--- config.mk ---
export PLATFORM = sky130hd
export DESIGN_NAME = enigma_core
export DESIGN_NICKNAME = d
export VERILOG_FILES = /design/src/rtl/enigma_core.sv
export SDC_FILE = /design/constraint.sdc
export NUM_CORES = 1
export LEC_CHECK = 0
export ABC_AREA = 1
export CELL_PAD_IN_SITES_DETAIL_PLACEMENT = 1
export CELL_PAD_IN_SITES_GLOBAL_PLACEMENT = 1
export CORE_UTILIZATION = 25
export CTS_CLUSTER_DIAMETER = 50
export DETAILED_ROUTE_END_ITERATION = 12
export GPL_ROUTABILITY_DRIVEN = 0
export GPL_TIMING_DRIVEN = 0
export PLACE_DENSITY_LB_ADDON = 0.1
export SLEW_MARGIN = 30
export SYNTH_ARGS = -nofsm -noshare
export SYNTH_HDL_FRONTEND = slang
export SYNTH_SLANG_ARGS = --single-unit
--- constraint.sdc ---
create_clock -name clk_in -period 6.3 [get_ports clk_in]
set_input_delay 1.26 -clock clk_in [delete_from_list [all_inputs] [get_ports clk_in]]
set_output_delay 1.26 -clock clk_in [all_outputs]
set_load 0.05 [all_outputs]
--- src/rtl/enigma_core.sv ---
// enigma_core: 3-rotor Enigma (rotors I-V, UKW-B/C, rings at A, no plugboard), one letter per 10 cycles.
// Optional ENIGMA_POS_OUT_EN adds rotor_pos_out showing the live rotor positions.
module enigma_core #(
  parameter int REFLECTOR = 0
) (
  input  logic        clk_in,
  input  logic        rst_n_in,
  input  logic        rotor_valid_in,
  input  logic        letter_valid_in,
  input  logic [8:0]  rotor_select_in,
  input  logic [14:0] rotor_initial_in,
  input  logic [4:0]  char_in,
`ifdef ENIGMA_POS_OUT_EN
  output logic [14:0] rotor_pos_out,
`endif
  output logic        ready_out,
  output logic        char_valid_out,
  output logic [4:0]  char_out
);

  localparam int unsigned CW       = 5;
  localparam int unsigned SW       = 3;
  localparam int unsigned PW       = 3 * CW;
  localparam int unsigned SELW     = 3 * SW;
  localparam int unsigned ALPHA    = 26;
  localparam int unsigned ROT_MAX  = 4;
  localparam logic [SELW-1:0] SEL_RST = 9'b000_001_010;

  typedef enum logic [3:0] {
    S_IDLE, S_STEP, S_FWD0, S_FWD1, S_FWD2, S_REFL, S_BWD0, S_BWD1, S_BWD2, S_DONE
  } state_e;

  // Rotor wirings I..V, forward and inverse, indexed by entry contact.
  localparam logic [CW-1:0] ROT_FWD [5][26] = '{
    '{5'd4, 5'd10, 5'd12, 5'd5, 5'd11, 5'd6, 5'd3, 5'd16, 5'd21, 5'd25, 5'd13, 5'd19, 5'd14,
      5'd22, 5'd24, 5'd7, 5'd23, 5'd20, 5'd18, 5'd15, 5'd0, 5'd8, 5'd1, 5'd17, 5'd2, 5'd9},
    '{5'd0, 5'd9, 5'd3, 5'd10, 5'd18, 5'd8, 5'd17, 5'd20, 5'd23, 5'd1, 5'd11, 5'd7, 5'd22,
      5'd19, 5'd12, 5'd2, 5'd16, 5'd6, 5'd25, 5'd13, 5'd15, 5'd24, 5'd5, 5'd21, 5'd14, 5'd4},
    '{5'd1, 5'd3, 5'd5, 5'd7, 5'd9, 5'd11, 5'd2, 5'd15, 5'd17, 5'd19, 5'd23, 5'd21, 5'd25,
      5'd13, 5'd24, 5'd4, 5'd8, 5'd22, 5'd6, 5'd0, 5'd10, 5'd12, 5'd20, 5'd18, 5'd16, 5'd14},
    '{5'd4, 5'd18, 5'd14, 5'd21, 5'd15, 5'd25, 5'd9, 5'd0, 5'd24, 5'd16, 5'd20, 5'd8, 5'd17,
      5'd7, 5'd23, 5'd11, 5'd13, 5'd5, 5'd19, 5'd6, 5'd10, 5'd3, 5'd2, 5'd12, 5'd22, 5'd1},
    '{5'd21, 5'd25, 5'd1, 5'd17, 5'd6, 5'd8, 5'd19, 5'd24, 5'd20, 5'd15, 5'd18, 5'd3, 5'd13,
      5'd7, 5'd11, 5'd23, 5'd0, 5'd22, 5'd12, 5'd9, 5'd16, 5'd14, 5'd5, 5'd4, 5'd2, 5'd10}
  };

  localparam logic [CW-1:0] ROT_INV [5][26] = '{
    '{5'd20, 5'd22, 5'd24, 5'd6, 5'd0, 5'd3, 5'd5, 5'd15, 5'd21, 5'd25, 5'd1, 5'd4, 5'd2,
      5'd10, 5'd12, 5'd19, 5'd7, 5'd23, 5'd18, 5'd11, 5'd17, 5'd8, 5'd13, 5'd16, 5'd14, 5'd9},
    '{5'd0, 5'd9, 5'd15, 5'd2, 5'd25, 5'd22, 5'd17, 5'd11, 5'd5, 5'd1, 5'd3, 5'd10, 5'd14,
      5'd19, 5'd24, 5'd20, 5'd16, 5'd6, 5'd4, 5'd13, 5'd7, 5'd23, 5'd12, 5'd8, 5'd21, 5'd18},
    '{5'd19, 5'd0, 5'd6, 5'd1, 5'd15, 5'd2, 5'd18, 5'd3, 5'd16, 5'd4, 5'd20, 5'd5, 5'd21,
      5'd13, 5'd25, 5'd7, 5'd24, 5'd8, 5'd23, 5'd9, 5'd22, 5'd11, 5'd17, 5'd10, 5'd14, 5'd12},
    '{5'd7, 5'd25, 5'd22, 5'd21, 5'd0, 5'd17, 5'd19, 5'd13, 5'd11, 5'd6, 5'd20, 5'd15, 5'd23,
      5'd16, 5'd2, 5'd4, 5'd9, 5'd12, 5'd1, 5'd18, 5'd10, 5'd3, 5'd24, 5'd14, 5'd8, 5'd5},
    '{5'd16, 5'd2, 5'd24, 5'd11, 5'd23, 5'd22, 5'd4, 5'd13, 5'd5, 5'd19, 5'd25, 5'd14, 5'd18,
      5'd12, 5'd21, 5'd9, 5'd20, 5'd3, 5'd10, 5'd6, 5'd8, 5'd0, 5'd17, 5'd15, 5'd7, 5'd1}
  };

  localparam logic [CW-1:0] REFL_B [26] = '{
    5'd24, 5'd17, 5'd20, 5'd7, 5'd16, 5'd18, 5'd11, 5'd3, 5'd15, 5'd23, 5'd13, 5'd6, 5'd14,
    5'd10, 5'd12, 5'd8, 5'd4, 5'd1, 5'd5, 5'd25, 5'd2, 5'd22, 5'd21, 5'd9, 5'd0, 5'd19};

  localparam logic [CW-1:0] REFL_C [26] = '{
    5'd5, 5'd21, 5'd15, 5'd9, 5'd8, 5'd0, 5'd14, 5'd24, 5'd4, 5'd3, 5'd17, 5'd25, 5'd23,
    5'd22, 5'd6, 5'd2, 5'd19, 5'd10, 5'd20, 5'd16, 5'd18, 5'd1, 5'd13, 5'd12, 5'd7, 5'd11};

  // Position just before the rotor carries its left neighbour.
  localparam logic [CW-1:0] NOTCH [5] = '{5'd16, 5'd4, 5'd21, 5'd9, 5'd25};

  function automatic logic [CW-1:0] inc26(input logic [CW-1:0] p);
    return (p == CW'(ALPHA - 1)) ? '0 : p + CW'(1);
  endfunction

  function automatic logic [CW-1:0] fold26(input logic [CW-1:0] p);
    return (p >= CW'(ALPHA)) ? p - CW'(ALPHA) : p;
  endfunction

  state_e          state_q, state_d;
  logic [SELW-1:0] sel_q, sel_d;
  logic [PW-1:0]   pos_q, pos_d;
  logic [CW-1:0]   c_q, c_d;
  logic [CW-1:0]   char_out_q, char_out_d;
  logic            char_valid_q, char_valid_d;
  logic            ready_q, ready_d;

  logic [SW-1:0]   rot_c;
  logic [CW-1:0]   rpos_c;
  logic [CW:0]     sum_c;
  logic [CW-1:0]   wire_c;
  logic [CW-1:0]   pass_c;
  logic [CW-1:0]   refl_c;
  logic            bwd_c;
  logic [PW-1:0]   step_pos_c;
  logic            r_notch_c, m_notch_c;
  logic            cfg_ok_c;
  logic [PW-1:0]   cfg_pos_c;

  // One rotor pass: choose rotor by state, shift in by position, look up, shift back out.
  always_comb begin
    rot_c  = sel_q[2:0];
    rpos_c = pos_q[4:0];
    case (state_q)
      S_FWD1, S_BWD1: begin rot_c = sel_q[5:3]; rpos_c = pos_q[9:5];   end
      S_FWD2, S_BWD0: begin rot_c = sel_q[8:6]; rpos_c = pos_q[14:10]; end
      default:        begin rot_c = sel_q[2:0]; rpos_c = pos_q[4:0];   end
    endcase
    bwd_c = (state_q == S_BWD0) || (state_q == S_BWD1) || (state_q == S_BWD2);
    sum_c = (CW+1)'(c_q) + (CW+1)'(rpos_c);
    if (sum_c >= (CW+1)'(ALPHA)) sum_c = sum_c - (CW+1)'(ALPHA);
    wire_c = bwd_c ? ROT_INV[rot_c][sum_c[CW-1:0]] : ROT_FWD[rot_c][sum_c[CW-1:0]];
    if (wire_c >= rpos_c) pass_c = wire_c - rpos_c;
    else                  pass_c = CW'((CW+1)'(wire_c) + (CW+1)'(ALPHA) - (CW+1)'(rpos_c));
    refl_c = (REFLECTOR == 1) ? REFL_C[c_q] : REFL_B[c_q];
  end

  // Stepping with the middle-rotor double step.
  always_comb begin
    r_notch_c  = (pos_q[4:0] == NOTCH[sel_q[2:0]]);
    m_notch_c  = (pos_q[9:5] == NOTCH[sel_q[5:3]]);
    step_pos_c = {m_notch_c ? inc26(pos_q[14:10]) : pos_q[14:10],
                  (r_notch_c || m_notch_c) ? inc26(pos_q[9:5]) : pos_q[9:5],
                  inc26(pos_q[4:0])};
    cfg_ok_c   = (rotor_select_in[2:0] <= SW'(ROT_MAX)) &&
                 (rotor_select_in[5:3] <= SW'(ROT_MAX)) &&
                 (rotor_select_in[8:6] <= SW'(ROT_MAX));
    cfg_pos_c  = {fold26(rotor_initial_in[14:10]), fold26(rotor_initial_in[9:5]),
                  fold26(rotor_initial_in[4:0])};
  end

  always_comb begin
    state_d      = state_q;
    sel_d        = sel_q;
    pos_d        = pos_q;
    c_d          = c_q;
    char_out_d   = char_out_q;
    char_valid_d = 1'b0;
    case (state_q)
      S_IDLE: begin
        if (rotor_valid_in) begin
          if (cfg_ok_c) begin
            sel_d = rotor_select_in;
            pos_d = cfg_pos_c;
          end
        end else if (letter_valid_in && (char_in < CW'(ALPHA))) begin
          c_d     = char_in;
          state_d = S_STEP;
        end
      end
      S_STEP: begin pos_d = step_pos_c; state_d = S_FWD0; end
      S_FWD0: begin c_d = pass_c; state_d = S_FWD1; end
      S_FWD1: begin c_d = pass_c; state_d = S_FWD2; end
      S_FWD2: begin c_d = pass_c; state_d = S_REFL; end
      S_REFL: begin c_d = refl_c; state_d = S_BWD0; end
      S_BWD0: begin c_d = pass_c; state_d = S_BWD1; end
      S_BWD1: begin c_d = pass_c; state_d = S_BWD2; end
      S_BWD2: begin c_d = pass_c; state_d = S_DONE; end
      S_DONE: begin
        char_out_d   = c_q;
        char_valid_d = 1'b1;
        state_d      = S_IDLE;
      end
      default: state_d = S_IDLE;
    endcase
    ready_d = (state_d == S_IDLE);
  end

  always_ff @(posedge clk_in or negedge rst_n_in) begin
    if (!rst_n_in) begin
      state_q      <= S_IDLE;
      sel_q        <= SEL_RST;
      pos_q        <= '0;
      c_q          <= '0;
      char_out_q   <= '0;
      char_valid_q <= 1'b0;
      ready_q      <= 1'b1;
    end else begin
      state_q      <= state_d;
      sel_q        <= sel_d;
      pos_q        <= pos_d;
      c_q          <= c_d;
      char_out_q   <= char_out_d;
      char_valid_q <= char_valid_d;
      ready_q      <= ready_d;
    end
  end

  assign ready_out      = ready_q;
  assign char_valid_out = char_valid_q;
  assign char_out       = char_out_q;
`ifdef ENIGMA_POS_OUT_EN
  assign rotor_pos_out  = pos_q;
`endif

endmodule

# --- Word level (Yosys, flattened, before mapping) ---
# Memory sizes are Yosys's and may differ from the RTL's.
# Cells that the tools add are included.
word_totals:
  memories: 5
  rom_bits: 2320
  out_inout_bits: 7
  ff_bits: 40
  elab_cells: 121
  inputBits: 33
mem_list:
  columns: ["memory", "depth", "width", "read_ports", "rd_clocked_by_memory_dff", "wr", "line", "rtl"]
  rows:
  - ["(name not given)", 8, 130, 1, 0, 0, "111", "wire_c = bwd_c ? ROT_INV[rot_c][sum_c[CW-1:0]] : ROT_FWD[rot_c][sum_c[CW-1:0]];"]
  - ["(name not given)", 8, 130, 1, 0, 0, "111", null]
  - ["(name not given)", 32, 5, 1, 0, 0, "114", "refl_c = (REFLECTOR == 1) ? REFL_C[c_q] : REFL_B[c_q];"]
  - ["(name not given)", 8, 5, 1, 0, 0, "120", "m_notch_c = (pos_q[9:5] == NOTCH[sel_q[5:3]]);"]
  - ["(name not given)", 8, 5, 1, 0, 0, "119", "r_notch_c = (pos_q[4:0] == NOTCH[sel_q[2:0]]);"]
classes:
  add_sub_neg: 11
  reduce_logical: 18
  muxes: 39
  n_bitwise: 5
  eq_ne: 20
  n_lt_le_gt_ge: 14
ops:
  columns: ["cell", "count"]
  rows:
  - ["130-bit two-way mux", 4]
  - ["5-bit two-way mux", 23]
  - ["5-bit binary-select mux with 5-bit select", 2]
  - ["4-bit one-hot mux with 9 select lines", 1]
  - ["15-bit two-way mux", 2]
  - ["15-bit one-hot mux with 2 select lines", 1]
  - ["5-bit subtractor (second input constant)", 4]
  - ["4-bit by 3-bit == test with 1-bit output (second input constant)", 4]
  - ["5-bit by 1-bit adder with 5-bit output (second input constant)", 3]
  - ["5-bit == test (second input constant)", 3]
  - ["5-bit greater-or-equal comparator (second input constant)", 3]
  - ["5-bit one-hot mux with 3 select lines", 1]
  - ["4-bit greater-or-equal comparator (second input constant)", 3]
  - ["6-bit greater-or-equal comparator (second input constant)", 2]
  - ["2-bit != test (second input constant)", 6]
  - ["3-bit NOT with 4-bit output", 3]
  - ["5-bit NOT with 6-bit output", 2]
  - ["5-bit == test", 2]
  - ["5-bit one-hot mux with 2 select lines", 1]
  - ["5-bit subtractor", 2]
  - ["3-bit less-or-equal comparator (second input constant)", 3]
  - ["3-bit AND reduction", 3]
  - ["4-bit by 2-bit == test with 1-bit output (second input constant)", 2]
  - ["4-bit == test (second input constant)", 2]
  - ["17 further kinds", 25]

# --- Logic depth before layout (Yosys ltp) ---
depth:
  depth_word: 15
  mapped_depth: 39
  ltp_nobuf: 38

# --- Least setup slack after synthesis ---
# OpenSTA, ideal clock, no wires.
synth_path:
  kind: "register to register"
  start: "reg state_q[3]"
  end: "reg c_q[4]"
  required_ns: 6.170
  slack_ns: 1.762
  path_stages_with_launch: 35
  setup_ns: 0.130
  period_less_slack_ns: 4.538
  n_path_buf: 2
  arrival_time_ns: 4.408
  cell_sequence: "dfrtp_1 > inv_2 > nand2_1 > nor2_1 > a22oi_1 > o21ai_0 > ha_1 > inv_1 > fa_1 > nand3b_1 > nand2_1 > nand2_1 > nand2_1 > nand3_2 > nand2_2 > nand2_2 > nand2_1 > buf_4 > buf_4 > nand2_1 > nand3_1 > nand3_1 > a21oi_1 > nand2_1 > nand2_1 > inv_1 > ha_1 > fa_1 > o31ai_1 > xnor2_1 > a21oi_1 > o21ai_0 > nand3_1 > nand2_1 > o21ai_0"
synth_between:
  elab_chain_len: 15
  word_cells_on_any_way: 44
  cone_classes: "5 x add/sub; 2 x order compare; 9 x eq/ne; 16 x mux; 2 x bitwise; 8 x reduce/logical; 2 x memory"
synth_rtl:
  columns: ["item", "line", "rtl"]
  rows:
  - ["start: declaration", "79", "state_e state_q, state_d;"]
  - ["start signal: assignment", "178", "state_q <= state_d;"]
  - ["4-bit by 3-bit == test with 1-bit output, or another cell as far along", "103, 108, 138", null]
  - ["2-bit OR reduction", "103", "case (state_q)"]
  - ["5-bit one-hot mux with 2 select lines or 3-bit one-hot mux with 2 select lines (tied branches)", "103", null]
  - ["5-bit by 5-bit adder with 6-bit output or 3-bit NOT with 4-bit output (tied branches)", "109, 111", null]
  - ["5-bit subtractor, or another cell as far along", "110", "if (sum_c >= (CW+1)'(ALPHA)) sum_c = sum_c - (CW+1)'(ALPHA);"]
  - ["5-bit two-way mux or 130-bit two-way mux (tied branches)", "110, 111", null]
  - ["5-bit NOT with 6-bit output (implied by the code) or 130-bit two-way mux (tied branches)", "111", null]
  - ["5-bit binary-select mux with 5-bit select", "111", null]
  - ["5-bit two-way mux (implied by the code) (2 in series)", "111", null]
  - ["5-bit two-way mux", "111", null]
  - ["5-bit adder", "113", "else pass_c = CW'((CW+1)'(wire_c) + (CW+1)'(ALPHA) - (CW+1)'(rpos_c));"]
  - ["5-bit subtractor", "113", null]
  - ["5-bit two-way mux", "112", "if (wire_c >= rpos_c) pass_c = wire_c - rpos_c;"]
  - ["5-bit one-hot mux with 3 select lines", "138", "case (state_q)"]
  - ["end signal: assignment", "173", "c_q <= '0;"]
  - ["end signal: assignment", "181", "c_q <= c_d;"]
  - ["end: declaration", "82", "logic [CW-1:0] c_q, c_d;"]
# Parallel ways exist; a longest one is shown, timed or not. The select of a mux whose other input is x is not followed.
# A chain may end at the register's enable or synchronous reset.

# --- Worst setup path in the final report ---
# Ends and elaborated chain as after synthesis.

==> results.md <==
Worst setup path:
- The slowest stage of the critical path belongs to the cell dfrtp_1.
- On the worst path, the slowest cell contributes a delay of approximately 0.46 ns.
- The length in cells of the worst reg-to-reg path is 30.
- In this run the critical register-to-register path is captured at c_q[4].
- The launching element of the worst setup path is state_q[3].
- The data required time at the worst endpoint is 6.47 ns.
- At the worst endpoint, the arrival time is a little under 6 ns.
- The type of the worst setup path is register to register.
- The type of element capturing the critical path is a register.
- The reg-to-reg setup timing slack is about 0.58 ns.
- Of all nets on the critical path, the largest fanout is 10.
- The worst register-to-register path begins at state_q[3].
- The most frequent cell on the critical path is nand2_1.
- STA classifies the critical path startpoint as a register.

Run:
- Across the run, the number of max-cap violations was 0.

Detailed routing:
- For this run, the detailed router's first-pass iteration total came to 5.
- For this block, the routed nets add up to between 20 and 25 mm of wire.
- The routed layout has just under 7000 vias.
- The detailed-route wire length per cell is around 19 um.
- The routed wire length on met3 is around 980 um.
- The via density per instance is roughly 5.1.
- The number of nets with antenna violations after routing is 0.
- In the final routing, the length of wire on met1 measures 11.70 mm.
- The detailed route wirelength on metal2 is 11.38 mm.
- The number of design rule violations left after detail routing is 0.
- The highest metal layer with signal wires is met4.
- The count of routing violations after the opening detailed-route iteration is between 400 and 500.

Floorplanning:
- The area of the die is between 0.02 and 0.025 mm^2.
- The number of top-level pins is 40.
- The floorplan has 55 rows.
- The floorplan step set the die width to 153.4 um.
- The placeable core region is around 0.023 mm^2.
- The die extent in y is about 150 um.
- For this configuration, the core starts out at a cell density of 0.2540.

Logic synthesis:
- In the synthesized netlist, the number of instances is roughly 980.
- The synthesized design contains 40 register bits.
- Counting every net in the synthesized netlist gives about 1100.
- The fraction of registers with async set/reset is 1.000.
- The number of enable flip-flop cells after synthesis is 0.
- The average cell area after synthesis is ~5.8 um^2.
- For this run, the register share of the synthesized area comes to 0.1753.
- In the synthesized netlist the dominant register cell turns out to be dfrtp_1.
- The count of warnings emitted by yosys is 0.
- Counting distinct cell types in the post-synthesis netlist gives 43.
- The mapped netlist covers between 0.005 and 0.006 mm^2.

Cells and area:
- The filler cells instantiated in the layout total around 3000.
- In the final layout, flip-flops and latches occupy 0.001005 mm^2.
- In the final layout, the share of cells above drive strength 1 is 0.06323.
- Leaving out fill and tap cells, the most frequent cell in the layout is nand2_1.
- In the final design database the tool counted ~1100 nets.
- The synthesis-to-finish area growth is 16.37%.
- The number of antenna cells inserted is 0.
- The multi-input combinational cells in the finished layout cover a total of 0.004129 mm^2.
- In the layout the commonest cells are nand2_1 (336), nand3_1 (134), inv_1 (113).

Global routing:
- The overall routing resource usage is 0.2152.
- The largest net degree at the start of global routing is 41.
- The total global routing overflow is 0.
- The number of global-route vias before repair was about 7000.
- The first global-routing pass estimated 39.72 mm of wire.
- The initial antenna violation count is 0.

Status:
- The flow ran to the end, and the final reports show no timing, DRC or antenna violations.

STA:
- The highest clock rate is roughly 0.17 GHz.
- The worst slew slack as a fraction of its limit is 0.4229.
- The time the worst path needs with I/O delays and setup is ~5.7 ns.
- For the pin with the worst max-slew slack, the measured transition is between 0.8 and 0.9 ns.
- The number of pins exceeding their max-slew limit in the final report came to 0.
- In the finished design, the share of the clock period the worst path needs comes to 0.9087.
- For the final database, setup skew stands at roughly 0.0055 ns.
- Setup repair after global routing left no endpoint under its margin.
- The final count of hold timing violations is 0.
- The total of endpoints with negative setup slack in the final report is 0.
- After routing, the total negative slack on setup checks comes to 0 ns.

Worst hold path:
- The worst hold path terminates at sel_q[6].
- The worst hold path passes through 2 cells.
- In this run the most critical hold path is launched from sel_q[6].
- The min-delay analysis places its worst path in the category register to register.

Placed design:
- The total of buffers placed on input and output ports is 39.
- The HPWL after detailed placement is 19.91 mm.

Clock tree:
- The maximum level of the CTS H-tree is 2.
- After clock tree synthesis, the clock-pin slew on the worst setup and hold paths is 0.07 ns.
- The number of clock sinks seen by CTS is 40.
- The source-to-sink clock delay at the later pin of the worst-skew pair is 0.29 ns.
- Once the clock tree was built, the setup fixing pass inserted 0 buffers.
- The root buffer cell chosen for the clock tree is clkbuf_16.
- The maximum buffer depth of the clock tree is 2.
- The number of clock buffers added by TritonCTS is 5.
- The clock tree from TritonCTS is done.
- The hold buffer count at CTS is 0.
[repair_timing]
item | in CTS | in global routing
resized for setup | 1 | 10
endpoints found under the hold margin | 0 | 0
setup endpoints to repair | 1 | 4
[per-stage QoR]
stage	utilization	setup slack, ns	hold WS (ns)	cell area (um^2)	instances
floorplan	-	1.762	0.4422	5733	981
global placement	0.2871	0.04800	0.4557	6480	1305
detailed placement	0.2870	0.03262	0.4694	6477	1305
CTS	0.2943	0.1941	0.4860	6643	1313
global route	0.2956	0.04148	0.5261	6671	1313
finish	0.2956	0.5754	0.4806	6671	1313
[critical path, delay by kind of cell (launching register included)]
family          cells  cell delay, ns
flops               1            0.46
buf+inv             6            0.90
simple gates       13            1.67
fa+ha+maj           3            0.94
xor+xnor            1            0.15
compound gates      7            1.44
[cells in the mapped netlist (9+ instances only)]
cell type / n / area share
o211ai_1: 9 / 0.012
buf_2: 15 / 0.013
nand3_1: 134 / 0.12
a21oi_1: 34 / 0.030
xor2_1: 15 / 0.023
nand2_1: 336 / 0.22
clkbuf_1: 12 / 0.0079
inv_1: 113 / 0.074
ha_1: 44 / 0.096
o22ai_1: 11 / 0.012
nor2_1: 48 / 0.031
o21ai_0: 77 / 0.067
dfrtp_1: 37 / 0.16
[worst max path at each step]
stage | endpoint | slack, ns
2_1_floorplan | c_q[4] | 1.76
3_3_place_gp | c_q[3] | 0.05
3_5_place_dp | c_q[3] | 0.03
4_1_cts | c_q[3] | 0.19
5_1_grt | c_q[4] | 0.04
6_report | c_q[4] | 0.58
[per-layer routing]
metal / up-vias / GRT usage
li1: 3324 / -
met1: 3213 / 0.2837
met2: 160 / 0.3568
met3: 50 / 0.02523
met4: 0 / 0.08524
met5: - / 0
[flip-flops by register name (all words and copies together), names as in the netlist]
signal,cells
c_q,5
char_out,5
char_valid_out,1
pos_q,15
ready_out,1
sel_q,9
state_q,4
[final cells by class]
cell class / count / share of cell area
Sequential cell: 40 / 0.1506
Clock buffer: 6 / 0.01932
Inverter: 121 / 0.06808
Timing Repair Buffer: 39 / 0.05814
Multi-Input combinational cell: 787 / 0.6189
Tap cell: 285 / 0.05345
Buffer: 33 / 0.02626
Clock inverter: 2 / 0.005251
[cells by family (layout without fill, tap and decap cells)]
kind of cell | after synthesis | after routing | synth area share
DFF | 40 | 40 | 0.1753
xor gates and xnor gates | 18 | 18 | 0.02750
AOI/OAI and AO/OA | 168 | 168 | 0.1685
adders and majority gates | 47 | 47 | 0.1065
and+or+nand+nor | 554 | 554 | 0.4129
buffers and inverters | 154 | 201 | 0.1093
Power is not shown: default switching activity piles up to over one toggle a cycle in this logic, so the estimate is an artifact.
